### src/rtl/led_pkg.sv
// Shared types for the LED pattern generator: pattern mode encoding and
// the per-mode initial pattern rule.
package led_pkg;

   typedef enum logic [1:0] {
      MODE_BINARY = 2'd0,
      MODE_CHASE  = 2'd1,
      MODE_BOUNCE = 2'd2,
      MODE_BLINK  = 2'd3
   } mode_e;

   // Chase and bounce start as a single lit LED at bit 0; binary and blink start dark.
   function automatic logic init_lsb(input mode_e m);
      return (m == MODE_CHASE) || (m == MODE_BOUNCE);
   endfunction

endpackage

### src/rtl/led_pattern_gen_tick_divider.sv
// Enabled modulo-DIV counter producing a strobe on the enabled cycle that
// completes each count, so the consumer can act on that same edge.
// Ports:
//   clk, rst_n : clock, asynchronous active-low reset
//   en         : advance the count this cycle
//   clr        : restart the count at 0 (overrides en, suppresses tick)
//   tick       : combinational strobe, high when an enabled cycle wraps the count
module tick_divider
   import led_pkg::*;
#(
   parameter int unsigned DIV = 2
) (
   input  logic clk,
   input  logic rst_n,
   input  logic en,
   input  logic clr,
   output logic tick
);

   // DIV==1 keeps a single bit that never leaves 0, so every enabled cycle ticks.
   localparam int unsigned CW = (DIV > 1) ? $clog2(DIV) : 1;
   localparam logic [CW-1:0] LAST = CW'(DIV - 1);

   logic [CW-1:0] cnt;
   logic          at_last;

   assign at_last = (cnt == LAST);
   assign tick    = en & ~clr & at_last;

   always_ff @(posedge clk or negedge rst_n) begin
      if (!rst_n) begin
         cnt <= '0;
      end else if (clr) begin
         cnt <= '0;
      end else if (en) begin
         cnt <= at_last ? '0 : cnt + CW'(1);
      end
   end

endmodule

### src/rtl/led_pattern_gen.sv
// Board-level LED driver: steps an N_LEDS pattern (binary, chase, bounce,
// blink) every TICK_DIV cycles and breathes the green LED with a
// triangle-wave PWM duty.
// Ports:
//   clk, rst_n : 12 MHz clock, asynchronous active-low reset
//   mode       : pattern select (0 binary, 1 chase, 2 bounce, 3 blink)
//   pause      : freezes every counter and holds all outputs
//   led        : registered pattern LEDs
//   green      : registered breathing PWM output
//   tick       : registered one-cycle pulse on each pattern step
module led_pattern_gen
   import led_pkg::*;
#(
   parameter int unsigned N_LEDS       = 4,
   parameter int unsigned TICK_DIV     = 1200000,
   parameter int unsigned PWM_BITS     = 8,
   parameter int unsigned BREATH_SHIFT = 6
) (
   input  logic              clk,
   input  logic              rst_n,
   input  logic [1:0]        mode,
   input  logic              pause,
   output logic [N_LEDS-1:0] led,
   output logic              green,
   output logic              tick
);

   localparam int unsigned        BREATH_DIV = 32'd1 << BREATH_SHIFT;
   localparam logic [PWM_BITS-1:0] PWM_MAX   = '1;

   mode_e               mode_q;
   logic                mode_chg;
   logic                step;
   logic                bounce_up;
   logic                bounce_up_nxt;
   logic [N_LEDS-1:0]   led_nxt;
   logic [PWM_BITS-1:0] pwm_cnt;
   logic [PWM_BITS-1:0] duty;
   logic                duty_up;
   logic                pwm_wrap;
   logic                breath_step;

   // A mode change restarts the prescaler and takes priority over a step.
   assign mode_chg = (mode_e'(mode) != mode_q);

   tick_divider #(.DIV(TICK_DIV)) u_step_div (
      .clk   (clk),
      .rst_n (rst_n),
      .en    (~pause),
      .clr   (mode_chg),
      .tick  (step)
   );

   // Next pattern: reload on mode change, otherwise advance on a step.
   always_comb begin
      led_nxt       = led;
      bounce_up_nxt = bounce_up;
      if (mode_chg) begin
         led_nxt       = N_LEDS'(init_lsb(mode_e'(mode)));
         bounce_up_nxt = 1'b1;
      end else if (step) begin
         case (mode_q)
            MODE_BINARY: led_nxt = led + N_LEDS'(1);
            MODE_CHASE:  led_nxt = (led << 1) | (led >> (N_LEDS - 1));
            MODE_BOUNCE: begin
               // Direction flips on arrival at an end, so each end shows for one step.
               if (N_LEDS > 1) begin
                  if (bounce_up) begin
                     led_nxt = led << 1;
                     if (led_nxt[N_LEDS-1]) bounce_up_nxt = 1'b0;
                  end else begin
                     led_nxt = led >> 1;
                     if (led_nxt[0]) bounce_up_nxt = 1'b1;
                  end
               end
            end
            MODE_BLINK:  led_nxt = ~led;
            default:     led_nxt = led;
         endcase
      end
   end

   // Pattern state registers.
   always_ff @(posedge clk or negedge rst_n) begin
      if (!rst_n) begin
         mode_q    <= MODE_BINARY;
         led       <= '0;
         bounce_up <= 1'b1;
         tick      <= 1'b0;
      end else begin
         mode_q    <= mode_e'(mode);
         led       <= led_nxt;
         bounce_up <= bounce_up_nxt;
         tick      <= step;
      end
   end

   assign pwm_wrap = ~pause & (pwm_cnt == PWM_MAX);

   tick_divider #(.DIV(BREATH_DIV)) u_breath_div (
      .clk   (clk),
      .rst_n (rst_n),
      .en    (pwm_wrap),
      .clr   (1'b0),
      .tick  (breath_step)
   );

   // PWM counter/output and triangle-wave duty; duty turns at the ends with no plateau.
   always_ff @(posedge clk or negedge rst_n) begin
      if (!rst_n) begin
         pwm_cnt <= '0;
         green   <= 1'b0;
         duty    <= '0;
         duty_up <= 1'b1;
      end else begin
         if (!pause) begin
            pwm_cnt <= pwm_cnt + PWM_BITS'(1);
            green   <= (pwm_cnt < duty);
         end
         if (breath_step) begin
            if (duty_up) begin
               if (duty == PWM_MAX) begin
                  duty    <= duty - PWM_BITS'(1);
                  duty_up <= 1'b0;
               end else begin
                  duty <= duty + PWM_BITS'(1);
               end
            end else begin
               if (duty == '0) begin
                  duty    <= PWM_BITS'(1);
                  duty_up <= 1'b1;
               end else begin
                  duty <= duty - PWM_BITS'(1);
               end
            end
         end
      end
   end

endmodule

### config.mk
export PLATFORM = sky130hd
export DESIGN_NAME = led_pattern_gen
export DESIGN_NICKNAME = d
export VERILOG_FILES = /design/src/rtl/led_pkg.sv /design/src/rtl/led_pattern_gen_tick_divider.sv /design/src/rtl/led_pattern_gen.sv
export SDC_FILE = /design/constraint.sdc
export NUM_CORES = 1
export LEC_CHECK = 0
export CELL_PAD_IN_SITES_DETAIL_PLACEMENT = 2
export CELL_PAD_IN_SITES_GLOBAL_PLACEMENT = 2
export CORE_MARGIN = 2
export CORE_UTILIZATION = 36
export CTS_CLUSTER_DIAMETER = 60
export DETAILED_ROUTE_END_ITERATION = 8
export GPL_TIMING_DRIVEN = 0
export PLACE_DENSITY_LB_ADDON = 0.1
export SETUP_SLACK_MARGIN = 0.15
export SKIP_CTS_REPAIR_TIMING = 1
export SLEW_MARGIN = 20
export SYNTH_ARGS = -nofsm -noshare
export SYNTH_HDL_FRONTEND = slang
export SYNTH_SLANG_ARGS = --single-unit
### constraint.sdc
create_clock -name clk -period 1.7 [get_ports clk]
set_input_delay 0.34 -clock clk [delete_from_list [all_inputs] [get_ports clk]]
set_output_delay 0.34 -clock clk [all_outputs]
set_load 0.05 [all_outputs]
==> flow_summary.yaml <==
global_route:
  grt_pass1_wl_um: 15400
  antenna_found_initial: 0
  grt_max_degree: 54
  grt_usage_pct: 19.3
  grt_pass1_vias: 2964
  grt_overflow: 0
timing:
  fin_setup_tns_ns: -9.45
  max_slew_margin_pct: 49.7
  final_max_slew_viol_count: 0
  timing.final.crit_period_ns: 2.16
  finalCritPeriodShare_pct: 127
  worst_slew_pin_slew_ns: 0.754
  fin_ws_ns: -0.457
  setup_violations: 32
  fin_skew_ns: 0.0174
  rsz0062_at_grt: "yes"
  hold_viol: 0
  clock.fmax_mhz: 464
placed_design:
  dpl.cell_count: 471
  dp_hpwl_um: 6400
  io_buffers: 10
  gp_congestion: 0.767
run_status:
  status: "finished, violations left"
  violations: "setup timing"
logic_synthesis:
  synthMuxAreaShare_pct: 4.21
  synth_cells: 353
  yosysTopAreaCellShare_pct: 38.7
  synthTopCellsByArea: "dfrtp_1, ha_1, nand2_1"
  yosys_most_used_dff: "dfrtp_1"
  synth_compound_area_share_pct: 17.3
  syn_area_um2: 3300
  avgSynthCellArea_um2: 9.35
  synth_warnings: 0
  synth_top_family_by_area: "simple AND/OR/NAND/NOR gates"
  ys_types: 63
  synth_most_common_cell: "dfrtp_1"
  synthSimpleGateAreaFrac_pct: 23.1
  synth_adder_area_share_pct: 5.31
  ys_seq_area_share_pct: 40.2
  yosysTopAreaCell: "dfrtp_1"
  syn_nets: 372
  synthTopCellsByCount: "dfrtp_1, nand2_1, nor2_1, o21ai_0, a21oi_1"
  synth-edff-count: 0
  synthArstFlopShare_pct: 100
  ys_ff_latch: 53
  synth_xor_area_share_pct: 5.00
worst_setup_path:
  crit_path_start: "u_step_div.cnt[8]"
  critPathKind: "flip-flop to flip-flop"
  arrival_ns: 2.42
  end_kind: "flip-flop"
  critPathMaxFanout: 9
  r2r_start: "u_step_div.cnt[8]"
  cp-start-kind: "flip-flop"
  cp.required_ns: 1.96
flow_run:
  max_cap_violations: 0
drt:
  first_iter_violations: 105
  detail-route-antenna-nets: 0
  vias: 3230
  drtPass1Iterations: 4
  wl_um: 13200
  drc: 0
  wire_per_inst_um: 24.4
  vias_per_cell: 5.95
die:
  die_x_um: 99.8
  dieArea_um2: 9950
  die_h_um: 99.8
  core_area_um2: 8810
  io_pins: 11
  rows: 34
  start_util_pct: 37.5
clock_network:
  h-tree-depth: 2
  cts_made_buffers: 5
  cts_buffer_depth: 2
  root_buffer: "clkbuf_8"
  clk_pin_slew_ns: 0.12
  clock_latency_ns: 0.33
  cts_tree: "yes"
  cts.sinks: 53
layout:
  nFillCells: 895
  area_growth_pct: 41.1
  final_core_util_pct: 52.9
  drive_above_1_share_pct: 41.1
  diodes: 0
  layoutNonFillerInstCount: 543
  nNetsFinal: 453
  multi_input_area_um2: 2220
  seq_area_um2: 1350
power_and_ir_drop:
  p_per_area_nw_per_um2: 729
  p_leak_uw: 0.00199
  vdd.ir_drop.worst_mv: 0.334
min_path:
  hp-class: "input pin to async pin"
-- through the flow --
stage | cell area [um^2] | hold WS, ns | setup WS (ns) | power [uW]
after CTS | 3730 | 0.0891 | -0.627 | 3050
final | 4660 | 0.0599 | -0.457 | 3400
after floorplan | 3400 | 0.0444 | 0.0884 | 2000
after global routing | 4660 | 0.100 | -0.505 | 3560
after detailed placement | 3630 | 0.448 | -0.955 | 2240
after global placement | 3630 | 0.470 | -1.52 | 2200
-- worst paths after layout --
| path | endpoint | slack, ns | depth (start not counted) |
|---|---|---|---|
| min in group clk | mode_q[1] | 0.28 | 1 |
| setup reg to reg | bounce_up | -0.46 | 7 |
| setup / recovery | bounce_up | -0.46 | 7 |
| hold / removal | duty[3] | 0.06 | 1 |
| hold reg to reg | green | 0.53 | 1 |
| max in group asynchronous | u_step_div.cnt[15] | 1.07 | 1 |
-- cells in the final DEF (no fill, tap or decap), types with 5 or more instances in the layout --
| cell type | count |
|---|---|
| buf_6 | 19 |
| xnor2_1 | 13 |
| o21ai_0 | 5 |
| dfrtp_2 | 15 |
| nor2_1 | 19 |
| o21ai_1 | 11 |
| clkbuf_8 | 6 |
| nand2b_1 | 5 |
| a21oi_2 | 9 |
| a21oi_1 | 8 |
| a31oi_1 | 15 |
| nor3_1 | 5 |
| inv_1 | 13 |
| nand4_1 | 6 |
| nor2b_1 | 5 |
| dlymetal6s2s_1 | 6 |
| buf_4 | 51 |
| ha_1 | 7 |
| dfrtp_1 | 36 |
| mux2i_1 | 5 |
| nand2_1 | 32 |
| nand3_1 | 13 |
-- sequential cells by signal, indices dropped and copies added (netlist names), 2 cells and up --
name	flops
duty	8
led	4
mode_q	2
pwm_cnt	8
u_breath_div.cnt	6
u_step_div.cnt	21
-- power breakdown --
group	leakage (uW)	switching [uW]	internal [uW]	total, uW
clock network	0.0000512	491	333	824
logic	0.00126	530	510	1040
registers	0.000679	155	1380	1530
total	0.00199	1180	2220	3400
-- final cells by class --
cell class                      count  area share, %
Tap cell                          108           2.90
Sequential cell                    53           28.9
Clock inverter                      2          0.295
Timing Repair Buffer               74           14.0
Clock buffer                        6           1.77
Inverter                           15           1.26
Buffer                             17           3.22
Multi-Input combinational cell    268           47.7
-- cells by family (layout without fill, tap and decap cells) --
group / Yosys count / count (layout)
AOI/OAI and AO/OA: 86 / 86
adders and majority gates: 14 / 14
xor gates and xnor gates: 18 / 18
and+or+nand+nor: 137 / 137
buffers and inverters: 32 / 114
muxes: 13 / 13
DFF: 53 / 53
-- worst max-delay path: stages (launching register included) --
cell      delay [ns]
dfrtp_1         0.46
nor4bb_2        0.50
and4_4          0.33
buf_4           0.12
and4b_1         0.23
buf_6           0.17
and4_1          0.21
o21ai_1         0.06
-- per-layer routing --
| metal | global-route usage [%] | share of wire (%) |
|---|---|---|
| met3 | 2.72 | 2.1 |
| met2 | 33.1 | 54 |
| met1 | 26.4 | 42 |
| met4 | 3.27 | 1.9 |
| met5 | 0 | 0 |
Note: power is estimated with default switching activity, not from simulation.
==> RTL change, RTL diff (same settings) <==
The parameter `BREATH_SHIFT` goes from 6 to 4.
--- a/src/rtl/led_pattern_gen.sv
+++ b/src/rtl/led_pattern_gen.sv
@@ -14,7 +14,7 @@
    parameter int unsigned N_LEDS       = 4,
    parameter int unsigned TICK_DIV     = 1200000,
    parameter int unsigned PWM_BITS     = 8,
-   parameter int unsigned BREATH_SHIFT = 6
+   parameter int unsigned BREATH_SHIFT = 4
 ) (
    input  logic              clk,
    input  logic              rst_n,
Check against the original RTL: no difference found for any inputs over 10 cycles, from zero or initial values and one cycle with rst_n low; that may be too few to reach the edited logic, so the function may still have changed.
==> RTL change against the original RTL <==
  * The run still ends with negative setup slack left
  * Final cell count decreased by 5.9%
  * Synthesized cell count decreased by 4.0%
  * Routed wire length decreased by 17%
  * Die area decreased by 4.0%
  * Power decreased by 3.2%
  * Sequential cell count decreased by 2
  * Sequential share of layout area increased by 0.37 points
  * Area after synthesis decreased by 4.2%
  * Cell area decreased by 5.5%
  * Setup slack improved by 0.17 ns
  * Critical path type unchanged
==> RTL change: results (changes against the original RTL) <==
Clock buffers created by TritonCTS - 5 (unchanged)
Root buf cell - clkbuf_8 (unchanged)
Largest regs - u_step_div.cnt: 21 flops, duty: 8 flops, pwm_cnt: 8 flops (unchanged)
Worst Path Arrival - 2.21 ns (was 2.42 ns)
Worst Max-Slew Pin Slew - 0.695 ns (was 0.754 ns)
Syn_nets - 358 (was 372)
All-Layer GR Usage - 0.189 (was 0.193)
Area leader, netlist - dfrtp_1 (unchanged)
Initial DRT Pass Iterations - 4 (unchanged)
Largest net degree at the start of global routing - 52 (was 54)
Share of layout cells above drive strength 1 - 0.380 (was 0.411)
CP max stage delay - 0.39 ns (was 0.50 ns)
Routability cong. - 0.755 (was 0.767)
Final wirelength - 10,900 µm (was 13,200 µm)
Worst-path maximum fanout - 6 (was 9)
Clock Skew - 0.0102 ns (was 0.0174 ns)
Static leakage - 0.00192 µW (was 0.00199 µW)
1st-iter DRT viols - 77 (was 105)
Routed vias - 2,949 (was 3,230)
IO Port Bufs - 10 (unchanged)
Worst hold path type - primary input to asynchronous set/reset pin (unchanged)
Initial antenna violation count - 0 (unchanged)
Filler instances - 905 (was 895)
Syn. warnings - 0 (unchanged)
Reg2reg path depth - 8 (was 7)
First-pass GRT wire length - 14,800 µm (was 15,400 µm)
Fraction of registers with async set/reset - 1.00 (unchanged)
H-Tree Depth - 2 (unchanged)
Final worst slack - -0.289 ns (was -0.457 ns)
Total Nets Final - 421 (was 453)
Critical path origin - mode_q[0]$_DFF_PN0_ (was u_step_div.cnt[8]$_DFFE_PN0P_)
Synth unique cells - 62 (was 63)
Largest delay share family, worst path - compound AO/OA/AOI/OAI gates (was simple AND/OR/NAND/NOR gates)
Status - complete, but fails checks (unchanged)
Antenna Cells - 0 (unchanged)
Synth area leaders - dfrtp_1 (39%), ha_1 (5.5%), nand2_1 (3.9%) (was dfrtp_1 (39%), ha_1 (5.3%), nand2_1 (4.2%))
Area after DPL - 3570 µm² (was 3630 µm²)
Synth cell count leaders - dfrtp_1 (49), nand2_1 (33), o21ai_0 (21) (was dfrtp_1 (51), nand2_1 (37), nor2_1 (22))
Hpwl dp - 6320 µm (was 6400 µm)
Clock transition at path regs - 0.10 ns (was 0.12 ns)
Final setup viols - 33 (was 32)
Vias in the first global route - 2,897 (was 2,964)
Failing checks - negative setup slack (unchanged)
Max IR drop VDD - 0.352 mV (was 0.334 mV)
Slowest-stage cell, CP - dfrtp_1 (was nor4bb_2)
Clock Latency Late Sink - 0.31 ns (was 0.33 ns)
Clock Tree Buf Depth - 2 (unchanged)
Register area share after synthesis - 0.404 (was 0.402)
[RTL change: path summary, 6_finish.rpt]
check	to
max in group asynchronous	led[1]$_DFFE_PN0P_
min in group clk	mode_q[1]$_DFF_PN0_
max reg2reg	u_step_div.cnt[14]$_DFFE_PN0P_
min reg2reg	pwm_cnt[6]$_DFFE_PN0N_
min	duty[6]$_DFFE_PN0P_
max	u_step_div.cnt[14]$_DFFE_PN0P_
[RTL change: final cells by class]
class                   count  area share
multi-input cells         261       0.496
repair buffers             57       0.116
clock buffers               6      0.0165
flip-flops and latches     51       0.293
well taps                 108      0.0307
clock inverters             2     0.00852
plain buffers              15      0.0284
inverters                  11      0.0105
[RTL change: cell families (layout without fill, tap and decap cells)]
logic type / Yosys count / in the layout / share of synthesized area
fa+ha+maj: 14 / 14 / 0.0554
compound gates: 92 / 92 / 0.191
mux: 13 / 13 / 0.0439
simple gates: 127 / 127 / 0.227
buf+inv: 27 / 91 / 0.0368
flops: 51 / 51 / 0.404
xor+xnor: 15 / 15 / 0.0415
[RTL change: metrics by stage]
stage                     setup slack [ns]  utilization  TNS [ns]  std cells  hold WS (ns)
after floorplan                     -0.121            -    -0.323        339        0.0444
after global placement               -1.40        0.413    -93.99        457         0.504
after detailed placement            -0.870        0.413    -26.11        457         0.435
after CTS                           -0.541        0.426    -14.55        465        0.0894
after global routing                -0.372        0.510     -7.83        511        0.0967
final                               -0.289        0.510     -4.67        511        0.0630
[RTL change: per-layer routing]
metal / part of all wire / vias to the layer above / GRT usage
met4: 0.016 / 0 / 0.0385
met3: 0.015 / 10 / 0.0236
met1: 0.44 / 1531 / 0.244
met2: 0.53 / 24 / 0.341
li1: - / 1384 / -
met5: 0 / - / 0
[RTL change: report_power, final]
group          switching, µW  total, µW  internal [µW]
combinational            461        933            472
clock                    442        882            440
sequential               158       1470           1310
